`src/rtl/axi_pkg.sv`:
```
// ---------------------------------------------------------------------------
// axi_pkg
//   Shared AXI definitions for the write-burst master: controller state
//   encoding, AXI burst-type codes and AXI response codes.
// ---------------------------------------------------------------------------
package axi_pkg;

    typedef enum logic [1:0] {
        IDLE = 2'd0,
        ADDR = 2'd1,
        DATA = 2'd2,
        RESP = 2'd3
    } wr_state_t;

    typedef enum logic [1:0] {
        BURST_FIXED = 2'b00,
        BURST_INCR  = 2'b01,
        BURST_WRAP  = 2'b10
    } axi_burst_t;

    typedef enum logic [1:0] {
        RESP_OKAY   = 2'b00,
        RESP_EXOKAY = 2'b01,
        RESP_SLVERR = 2'b10,
        RESP_DECERR = 2'b11
    } axi_resp_t;

endpackage

```
`src/rtl/axi_wr_burst_master.sv`:
```
// ---------------------------------------------------------------------------
// axi_wr_burst_master
//   Issues one AXI write burst at a time: accepts a command (address, beats
//   minus one, ID), drives the AW channel, streams the beats from the IN_*
//   interface onto W (combinational pass-through), then waits for the B
//   response and reports it with a one-cycle DONE_VALID pulse.
//
// Ports
//   MASTER_CLK, MASTER_RSTN       clock, synchronous active-low reset
//   CMD_*                         burst command (valid/ready, addr, len, id)
//   IN_*                          write beat source (data, strb, valid/ready)
//   DONE_VALID, DONE_RESP         completion pulse and response
//   MASTER_WR_ADDR_*              AXI AW channel
//   MASTER_WR_DATA_*, _STRB       AXI W channel
//   MASTER_WR_BACK_*              AXI B channel
//
// Configuration
//   AXI_WR_TIMEOUT_EN  when defined, a B response not received within
//                      TIMEOUT_CYC cycles of entering RESP completes the
//                      burst with DONE_RESP = DECERR (2'b11).
// ---------------------------------------------------------------------------
module axi_wr_burst_master
    import axi_pkg::*;
#(
    parameter logic [1:0]  BURST_TYPE  = 2'b01,
    parameter int unsigned TIMEOUT_CYC = 1024
) (
    input  logic        MASTER_CLK,
    input  logic        MASTER_RSTN,
    input  logic        CMD_VALID,
    output logic        CMD_READY,
    input  logic [31:0] CMD_ADDR,
    input  logic [7:0]  CMD_LEN,
    input  logic [3:0]  CMD_ID,
    input  logic [31:0] IN_DATA,
    input  logic [3:0]  IN_STRB,
    input  logic        IN_VALID,
    output logic        IN_READY,
    output logic        DONE_VALID,
    output logic [1:0]  DONE_RESP,
    output logic [3:0]  MASTER_WR_ADDR_ID,
    output logic [31:0] MASTER_WR_ADDR,
    output logic [7:0]  MASTER_WR_ADDR_LEN,
    output logic [1:0]  MASTER_WR_ADDR_BURST,
    output logic        MASTER_WR_ADDR_VALID,
    input  logic        MASTER_WR_ADDR_READY,
    output logic [31:0] MASTER_WR_DATA,
    output logic [3:0]  MASTER_WR_STRB,
    output logic        MASTER_WR_DATA_LAST,
    output logic        MASTER_WR_DATA_VALID,
    input  logic        MASTER_WR_DATA_READY,
    input  logic [3:0]  MASTER_WR_BACK_ID,
    input  logic [1:0]  MASTER_WR_BACK_RESP,
    input  logic        MASTER_WR_BACK_VALID,
    output logic        MASTER_WR_BACK_READY
);

    if (TIMEOUT_CYC == 0) begin : g_bad_timeout
        $error("TIMEOUT_CYC must be at least 1");
    end

    wr_state_t   state, state_nxt;
    logic [31:0] addr_q;
    logic [7:0]  len_q;
    logic [3:0]  id_q;
    logic [8:0]  beat_cnt;   // 9 bits so len=255 counts 256 beats
    logic        last_beat;
    logic        w_hs;

    assign last_beat = (beat_cnt == {1'b0, len_q});
    assign w_hs      = (state == DATA) && IN_VALID && MASTER_WR_DATA_READY;

`ifdef AXI_WR_TIMEOUT_EN
    localparam int unsigned TMO_W = $clog2(TIMEOUT_CYC + 1);
    logic [TMO_W-1:0] tmo_cnt;
    logic             tmo_hit;

    assign tmo_hit = (tmo_cnt == TMO_W'(TIMEOUT_CYC));

    // Cycles spent in RESP; cleared everywhere else.
    always_ff @(posedge MASTER_CLK) begin
        if (!MASTER_RSTN || state != RESP) begin
            tmo_cnt <= '0;
        end else begin
            tmo_cnt <= tmo_cnt + 1'b1;
        end
    end
`endif

    always_ff @(posedge MASTER_CLK) begin
        if (!MASTER_RSTN) begin
            state    <= IDLE;
            addr_q   <= '0;
            len_q    <= '0;
            id_q     <= '0;
            beat_cnt <= '0;
        end else begin
            state <= state_nxt;
            if (state == IDLE && CMD_VALID) begin
                addr_q   <= CMD_ADDR;
                len_q    <= CMD_LEN;
                id_q     <= CMD_ID;
                beat_cnt <= '0;
            end else if (w_hs) begin
                beat_cnt <= beat_cnt + 9'd1;
            end
        end
    end

    always_comb begin
        state_nxt            = state;
        CMD_READY            = 1'b0;
        IN_READY             = 1'b0;
        DONE_VALID           = 1'b0;
        DONE_RESP            = '0;
        MASTER_WR_ADDR_ID    = '0;
        MASTER_WR_ADDR       = '0;
        MASTER_WR_ADDR_LEN   = '0;
        MASTER_WR_ADDR_BURST = '0;
        MASTER_WR_ADDR_VALID = 1'b0;
        MASTER_WR_DATA       = '0;
        MASTER_WR_STRB       = '0;
        MASTER_WR_DATA_LAST  = 1'b0;
        MASTER_WR_DATA_VALID = 1'b0;
        MASTER_WR_BACK_READY = 1'b0;

        unique case (state)
            IDLE: begin
                CMD_READY = 1'b1;
                if (CMD_VALID) state_nxt = ADDR;
            end
            ADDR: begin
                MASTER_WR_ADDR_VALID = 1'b1;
                MASTER_WR_ADDR_ID    = id_q;
                MASTER_WR_ADDR       = addr_q;
                MASTER_WR_ADDR_LEN   = len_q;
                MASTER_WR_ADDR_BURST = BURST_TYPE;
                if (MASTER_WR_ADDR_READY) state_nxt = DATA;
            end
            DATA: begin
                MASTER_WR_DATA       = IN_DATA;
                MASTER_WR_STRB       = IN_STRB;
                MASTER_WR_DATA_VALID = IN_VALID;
                MASTER_WR_DATA_LAST  = last_beat;
                IN_READY             = MASTER_WR_DATA_READY;
                if (w_hs && last_beat) state_nxt = RESP;
            end
            RESP: begin
                MASTER_WR_BACK_READY = 1'b1;
                if (MASTER_WR_BACK_VALID) begin
                    DONE_VALID = 1'b1;
                    DONE_RESP  = (MASTER_WR_BACK_ID == id_q) ? MASTER_WR_BACK_RESP
                                                             : RESP_SLVERR;
                    state_nxt  = IDLE;
                end
`ifdef AXI_WR_TIMEOUT_EN
                else if (tmo_hit) begin
                    DONE_VALID = 1'b1;
                    DONE_RESP  = RESP_DECERR;
                    state_nxt  = IDLE;
                end
`endif
            end
            default: state_nxt = IDLE;
        endcase

        // Reset is synchronous, so the state register still holds the old
        // state during the reset cycle; gate every output here instead.
        if (!MASTER_RSTN) begin
            CMD_READY            = 1'b0;
            IN_READY             = 1'b0;
            DONE_VALID           = 1'b0;
            DONE_RESP            = '0;
            MASTER_WR_ADDR_ID    = '0;
            MASTER_WR_ADDR       = '0;
            MASTER_WR_ADDR_LEN   = '0;
            MASTER_WR_ADDR_BURST = '0;
            MASTER_WR_ADDR_VALID = 1'b0;
            MASTER_WR_DATA       = '0;
            MASTER_WR_STRB       = '0;
            MASTER_WR_DATA_LAST  = 1'b0;
            MASTER_WR_DATA_VALID = 1'b0;
            MASTER_WR_BACK_READY = 1'b0;
        end
    end

endmodule

```
`config.mk`:
```
export PLATFORM = sky130hd
export DESIGN_NAME = axi_wr_burst_master
export DESIGN_NICKNAME = d
export VERILOG_FILES = /design/src/rtl/axi_pkg.sv /design/src/rtl/axi_wr_burst_master.sv
export SDC_FILE = /design/constraint.sdc
export NUM_CORES = 1
export LEC_CHECK = 0
export CORE_MARGIN = 4
export CORE_UTILIZATION = 30
export CTS_CLUSTER_DIAMETER = 40
export DETAILED_ROUTE_END_ITERATION = 10
export PLACE_DENSITY = 0.68
export SYNTH_ARGS = -nofsm -noshare
export SYNTH_HDL_FRONTEND = slang
export SYNTH_SLANG_ARGS = --single-unit
```
`constraint.sdc`:
```
create_clock -name MASTER_CLK -period 3 [get_ports MASTER_CLK]
set_input_delay 0.45 -clock MASTER_CLK [delete_from_list [all_inputs] [get_ports MASTER_CLK]]
set_output_delay 0.45 -clock MASTER_CLK [all_outputs]
set_load 0.03 [all_outputs]
```
==> results of run 1 <==
power by group through the flow:
stage	clock network, uW	logic [uW]	registers (uW)
finish	400	1080	894
detailed placement	0	1090	913
global placement	0	1080	908
CTS	423	1090	896
global route	454	1180	909
floorplan	0	655	896
metal layers:
metal  wire [um]  global-route usage  part of all wire
met5           0                   0                 0
met4          55             0.02705            0.0055
met3         886             0.04679             0.089
met2        4724              0.2931              0.48
met1        4268              0.1963              0.43
worst register-to-register path, stage by stage (launching register included):
cell     delay [ns]
dfxtp_1        0.39
inv_1          0.08
ha_1           0.25
nand2_1        0.08
buf_4          0.43
nand2_1        0.32
nor2_1         0.18
path summary, 6_finish.rpt:
path	startpoint	end	slack, ns	cells after the start
worst min register to register	addr_q[24]	addr_q[24]	0.45	2
worst max-delay path	beat_cnt[3]	MASTER_WR_DATA_LAST	0.08	4
worst max register to register	state[0]	beat_cnt[4]	1.21	6
worst min-delay path	addr_q[24]	addr_q[24]	0.45	2
cells in the final DEF (no fill, tap or decap), types with 8 or more instances in the layout:
cell               n
clkdlybuf4s50_1  180
nand2_1           98
and3_1            86
dfxtp_1           55
a21boi_0          24
a21boi_1          21
nor2_1            13
xor2_1            12
xnor2_1            8
buf_4              8
area by class of cell:
class | instances | area, um2 | share of cell area
Timing Repair Buffer | 190 | 1902 | 0.3823
Clock inverter | 2 | 12.51 | 0.002515
Clock buffer | 6 | 72.57 | 0.01459
Sequential cell | 55 | 1101 | 0.2213
Inverter | 3 | 11.26 | 0.002264
Tap cell | 133 | 166.4 | 0.03345
Multi-Input combinational cell | 290 | 1709 | 0.3436
through the flow:
stage	utilization	hold WS, ns	setup WS [ns]
after floorplan	-	0.4306	0.5433
after global placement	0.5049	0.4358	0.2728
after detailed placement	0.5049	0.4406	0.2780
after CTS	0.5137	0.4541	0.05840
after global routing	0.5137	0.4732	0.001224
final	0.5137	0.4525	0.07508
registers in the layout, summed over array words and instances (netlist names):
name,count
addr_q,32
beat_cnt,9
id_q,4
len_q,8
state,2
logic make-up after synthesis:
| family | count (synthesis) | share of synthesized area |
|---|---|---|
| simple gates | 215 | 0.3700 |
| buf+inv | 39 | 0.05232 |
| mux | 1 | 0.003376 |
| xor+xnor | 20 | 0.05907 |
| flops | 55 | 0.3713 |
| fa+ha+maj | 5 | 0.02110 |
| compound gates | 48 | 0.1215 |
| other cells | 1 | 0.001265 |
==> impl_metrics.json, run 1 <==
{
  "status": "finished clean",
  "setup_violations": 0,
  "place_inst": 671,
  "synth_common_cells": "98 x nand2_1, 86 x and3_1, 55 x dfxtp_1",
  "max_freq_ghz": 0.3419,
  "insertion_delay_ns": 0.30,
  "diodes": 0,
  "grt_overflow_total": 0,
  "die_area_um2": 11540,
  "async_flop_share": 0,
  "clkTransAtPathRegs_ns": 0.09,
  "synth_cell_type_count": 27,
  "coreArea_um2": 9684,
  "synthToLayoutAreaGrowth_pct": 67.76,
  "wire_per_inst_um": 14.63,
  "drv_slew": 0,
  "synth_edf_count": 0,
  "drv_cap": 0,
  "gp_congestion": 0.7607,
  "via_per_inst": 4.673,
  "syn_nets": 482,
  "cp_slowest_cell": "clkdlybuf4s50_1",
  "synth_top_area_frac": 0.3713,
  "p_per_area_nw_per_um2": 476.9,
  "cts_setup_buffers": 0,
  "period_needed_ns": 2.925,
  "worst-path-buf-inv": 1,
  "arrival_ns": 2.47,
  "root_buffer": "clkbuf_8",
  "num_vias": 3173,
  "start_util": 0.3062,
  "p_leak_uw": 0.002151,
  "combPwrFrac": 0.454,
  "post_dp_cell_area_um2": 4890,
  "synth_warnings": 0,
  "post-synth-top-area-cell": "dfxtp_1",
  "ys_ff_latch": 55,
  "endpoint_kind": "output port",
  "ctsResizeCount": 0,
  "fin_nets": 643,
  "clock_power_share": 0.169,
  "die_height_um": 107.4,
  "crit_fanout": 5,
  "power.switching_uw": 924.5,
  "numClockSinks": 55,
  "required_ns": 2.55,
  "htree_levels": 2,
  "crit_path_start_kind": "register",
  "p_sw_frac": 0.3897,
  "final_area_um2": 4975,
  "synth_area_leaders": "dfxtp_1 37%, and3_1 18%, nand2_1 12%",
  "synth_cells": 384,
  "cts_buffers": 5,
  "slowest_delay_ns": 0.75,
  "wl_um": 9934,
  "drive_above_1_share": 0.03846,
  "synth_top_flop_cell": "dfxtp_1",
  "rows": 36,
  "drc_errors": 0,
  "cp_cell_sequence": "xor2_1 > or4_4 > nor4_1 > clkdlybuf4s50_1",
  "finalNonFillerCells": 679,
  "portBuffers": 182,
  "dr.pass1.iters": 4,
  "grt_use_total": 0.1633,
  "path_class": "register to output port",
  "antenna_found_initial": 0,
  "grt_first_pass_wirelength_um": 15290,
  "hold_violations": 0,
  "synth_most_common_cell": "nand2_1",
  "ant_nets": 0,
  "grt_max_degree": 62,
  "hold_class": "register to register",
  "ir_drop_mv": 0.2489,
  "boundaryPins": 184,
  "clockBufferDepth": 2,
  "hold_buffers": 0,
  "rsz0062_at_grt": "no",
  "critical-path-top-delay-family": "simple AND/OR/NAND/NOR gates",
  "netlist_area_um2": 2965,
  "syn_area_per_cell_um2": 7.722,
  "drt_iter0_markers": 99,
  "tns_ns": 0,
  "intPower_uw": 1448,
  "fin_skew_ns": 0.008145,
  "cts_tree": "done",
  "nFillCells": 937,
  "seqPwrFrac": 0.377,
  "fin_crit_sh": 0.9750,
  "synth_seq_area_share": 0.3713,
  "p_total_uw": 2372,
  "grt_pass1_vias": 3057,
  "chipWidth_um": 107.4,
  "hpwlAfterDp_um": 7416
}
No activity file was read; power rests on OpenSTA's default activity.
==> inputs of run 2 (changes only) <==
==> constraint.sdc (replaced) <==
create_clock -name MASTER_CLK -period 3 [get_ports MASTER_CLK]
set_input_delay 0.3 -clock MASTER_CLK [delete_from_list [all_inputs] [get_ports MASTER_CLK]]
set_output_delay 0.3 -clock MASTER_CLK [all_outputs]
set_load 0.03 [all_outputs]
==> impl_metrics.json, run 2 (synthesized netlist as in run 1, its figures left out) <==
{
  "hold_violations": 0,
  "drt_iter0_markers": 141,
  "final_common_cell": "clkdlybuf4s50_1",
  "start_util": 0.3062,
  "antenna_found_initial": 0,
  "dr.pass1.iters": 4,
  "r2r_end": "state[1]",
  "whs_path_depth": 3,
  "worst_pin_slew_ns": 0.5920,
  "crit_fanout": 5,
  "grt_first_pass_wirelength_um": 15400,
  "r2r_slack_ns": 1.12,
  "hold_buffers": 0,
  "num_vias": 3159,
  "wl_um": 9977,
  "ctsResizeCount": 0,
  "wire_per_inst_um": 14.63,
  "rsz0062_at_grt": "no",
  "p_per_area_nw_per_um2": 483.6,
  "cts_tree": "done",
  "clockBufferDepth": 2,
  "ant_nets": 0,
  "crit_path_start_kind": "register",
  "final_cell_mix": "181 x clkdlybuf4s50_1, 98 x nand2_1, 86 x and3_1, 55 x dfxtp_1, 24 x a21boi_0",
  "die_height_um": 107.4,
  "clkTransAtPathRegs_ns": 0.10,
  "chipWidth_um": 107.4,
  "fin_skew_ns": 0.01280,
  "root_buffer": "clkbuf_8",
  "gp_congestion": 0.7712,
  "min-delay-start": "MASTER_RSTN",
  "cts_buffers": 5,
  "p_leak_uw": 0.002161,
  "fin_nets": 646,
  "drive_above_1_share": 0.04372,
  "die_area_um2": 11540,
  "multi_input_area_um2": 1709,
  "path_class": "register to output port",
  "synthToLayoutAreaGrowth_pct": 68.23,
  "hold_end": "state[0]",
  "htree_levels": 2,
  "hold_class": "primary input to register",
  "status": "finished clean",
  "coreArea_um2": 9684,
  "max_flop_register": "addr_q",
  "seqCellArea_um2": 1101,
  "period_needed_ns": 2.748,
  "r2r_cells": 8,
  "final_area_um2": 4989,
  "diodes": 0,
  "drc_errors": 0,
  "ir_drop_mv": 0.2676,
  "boundaryPins": 184,
  "hpwlAfterDp_um": 7523,
  "tns_ns": 0,
  "grt_pass1_vias": 3106,
  "drv_cap": 0,
  "largest_register_ffs": 32,
  "endpoint_kind": "output port",
  "arrival_ns": 2.45,
  "holdWs_ns": 0.4295,
  "top_regs": "addr_q: 32 flops, beat_cnt: 9 flops, len_q: 8 flops",
  "grt_max_degree": 55,
  "insertion_delay_ns": 0.32,
  "grt_use_total": 0.1662,
  "max_freq_ghz": 0.3639,
  "numClockSinks": 55,
  "setup_violations": 0,
  "required_ns": 2.70,
  "cts_setup_buffers": 0,
  "drv_slew": 0,
  "relSlewSlack": 0.6044,
  "portBuffers": 182,
  "nFillCells": 926,
  "fin_crit_sh": 0.9160,
  "post_dp_cell_area_um2": 4890,
  "grt_overflow_total": 0,
  "reg2reg_from": "state[0]",
  "via_per_inst": 4.632,
  "rows": 36
}
==> run 2: worst max-delay path: stages, from the launching register on <==
cell and delay (ns):
dfxtp_1 0.37, xor2_1 0.18, or4_4 0.54, nor4_1 0.30, clkdlybuf4s50_1 0.73
==> run 2: worst max path at each step <==
stage | startpoint | endpoint | slack [ns] | depth (start not counted)
floorplan | beat_cnt[3] | MASTER_WR_DATA_LAST | 0.71 | 3
global placement | MASTER_WR_BACK_ID[0] | DONE_RESP[0] | 0.44 | 6
detailed placement | MASTER_WR_BACK_ID[0] | DONE_RESP[0] | 0.45 | 6
CTS | beat_cnt[3] | MASTER_WR_DATA_LAST | 0.19 | 4
global route | beat_cnt[3] | MASTER_WR_DATA_LAST | 0.13 | 4
finish | beat_cnt[3] | MASTER_WR_DATA_LAST | 0.25 | 4
==> run 2: where the power goes <==
group | switching, uW | total (uW) | internal (uW) | leakage, uW
Combinational | 627 | 1070 | 446 | 0.00166
Clock | 254 | 443 | 189 | 0.0000474
Sequential | 60.8 | 895 | 835 | 0.000450
==> run 2: per-stage QoR <==
| step | power, uW | setup slack (ns) | utilization | cells |
|---|---|---|---|---|
| after floorplan | 1552 | 0.7070 | - | 384 |
| after global placement | 1983 | 0.4372 | 0.5049 | 674 |
| after detailed placement | 1999 | 0.4518 | 0.5049 | 674 |
| after CTS | 2450 | 0.1936 | 0.5151 | 682 |
| after global routing | 2590 | 0.1281 | 0.5151 | 682 |
| final | 2412 | 0.2521 | 0.5151 | 682 |
==> run 2: layer usage <==
| layer | track usage | share of wire | vias to the layer above |
|---|---|---|---|
| li1 | - | - | 1601 |
| met1 | 0.2038 | 0.44 | 1430 |
| met2 | 0.2918 | 0.48 | 126 |
| met3 | 0.04619 | 0.084 | 2 |
| met4 | 0.03246 | 0.00040 | 0 |
| met5 | 0 | 0 | - |
==> run 2: final cells by class <==
type                            count  share of cell area
Clock buffer                        6             0.01655
Inverter                            3            0.002257
Timing Repair Buffer              193              0.3812
Clock inverter                      2            0.003261
Sequential cell                    55              0.2207
Tap cell                          133             0.03336
Multi-Input combinational cell    290              0.3426
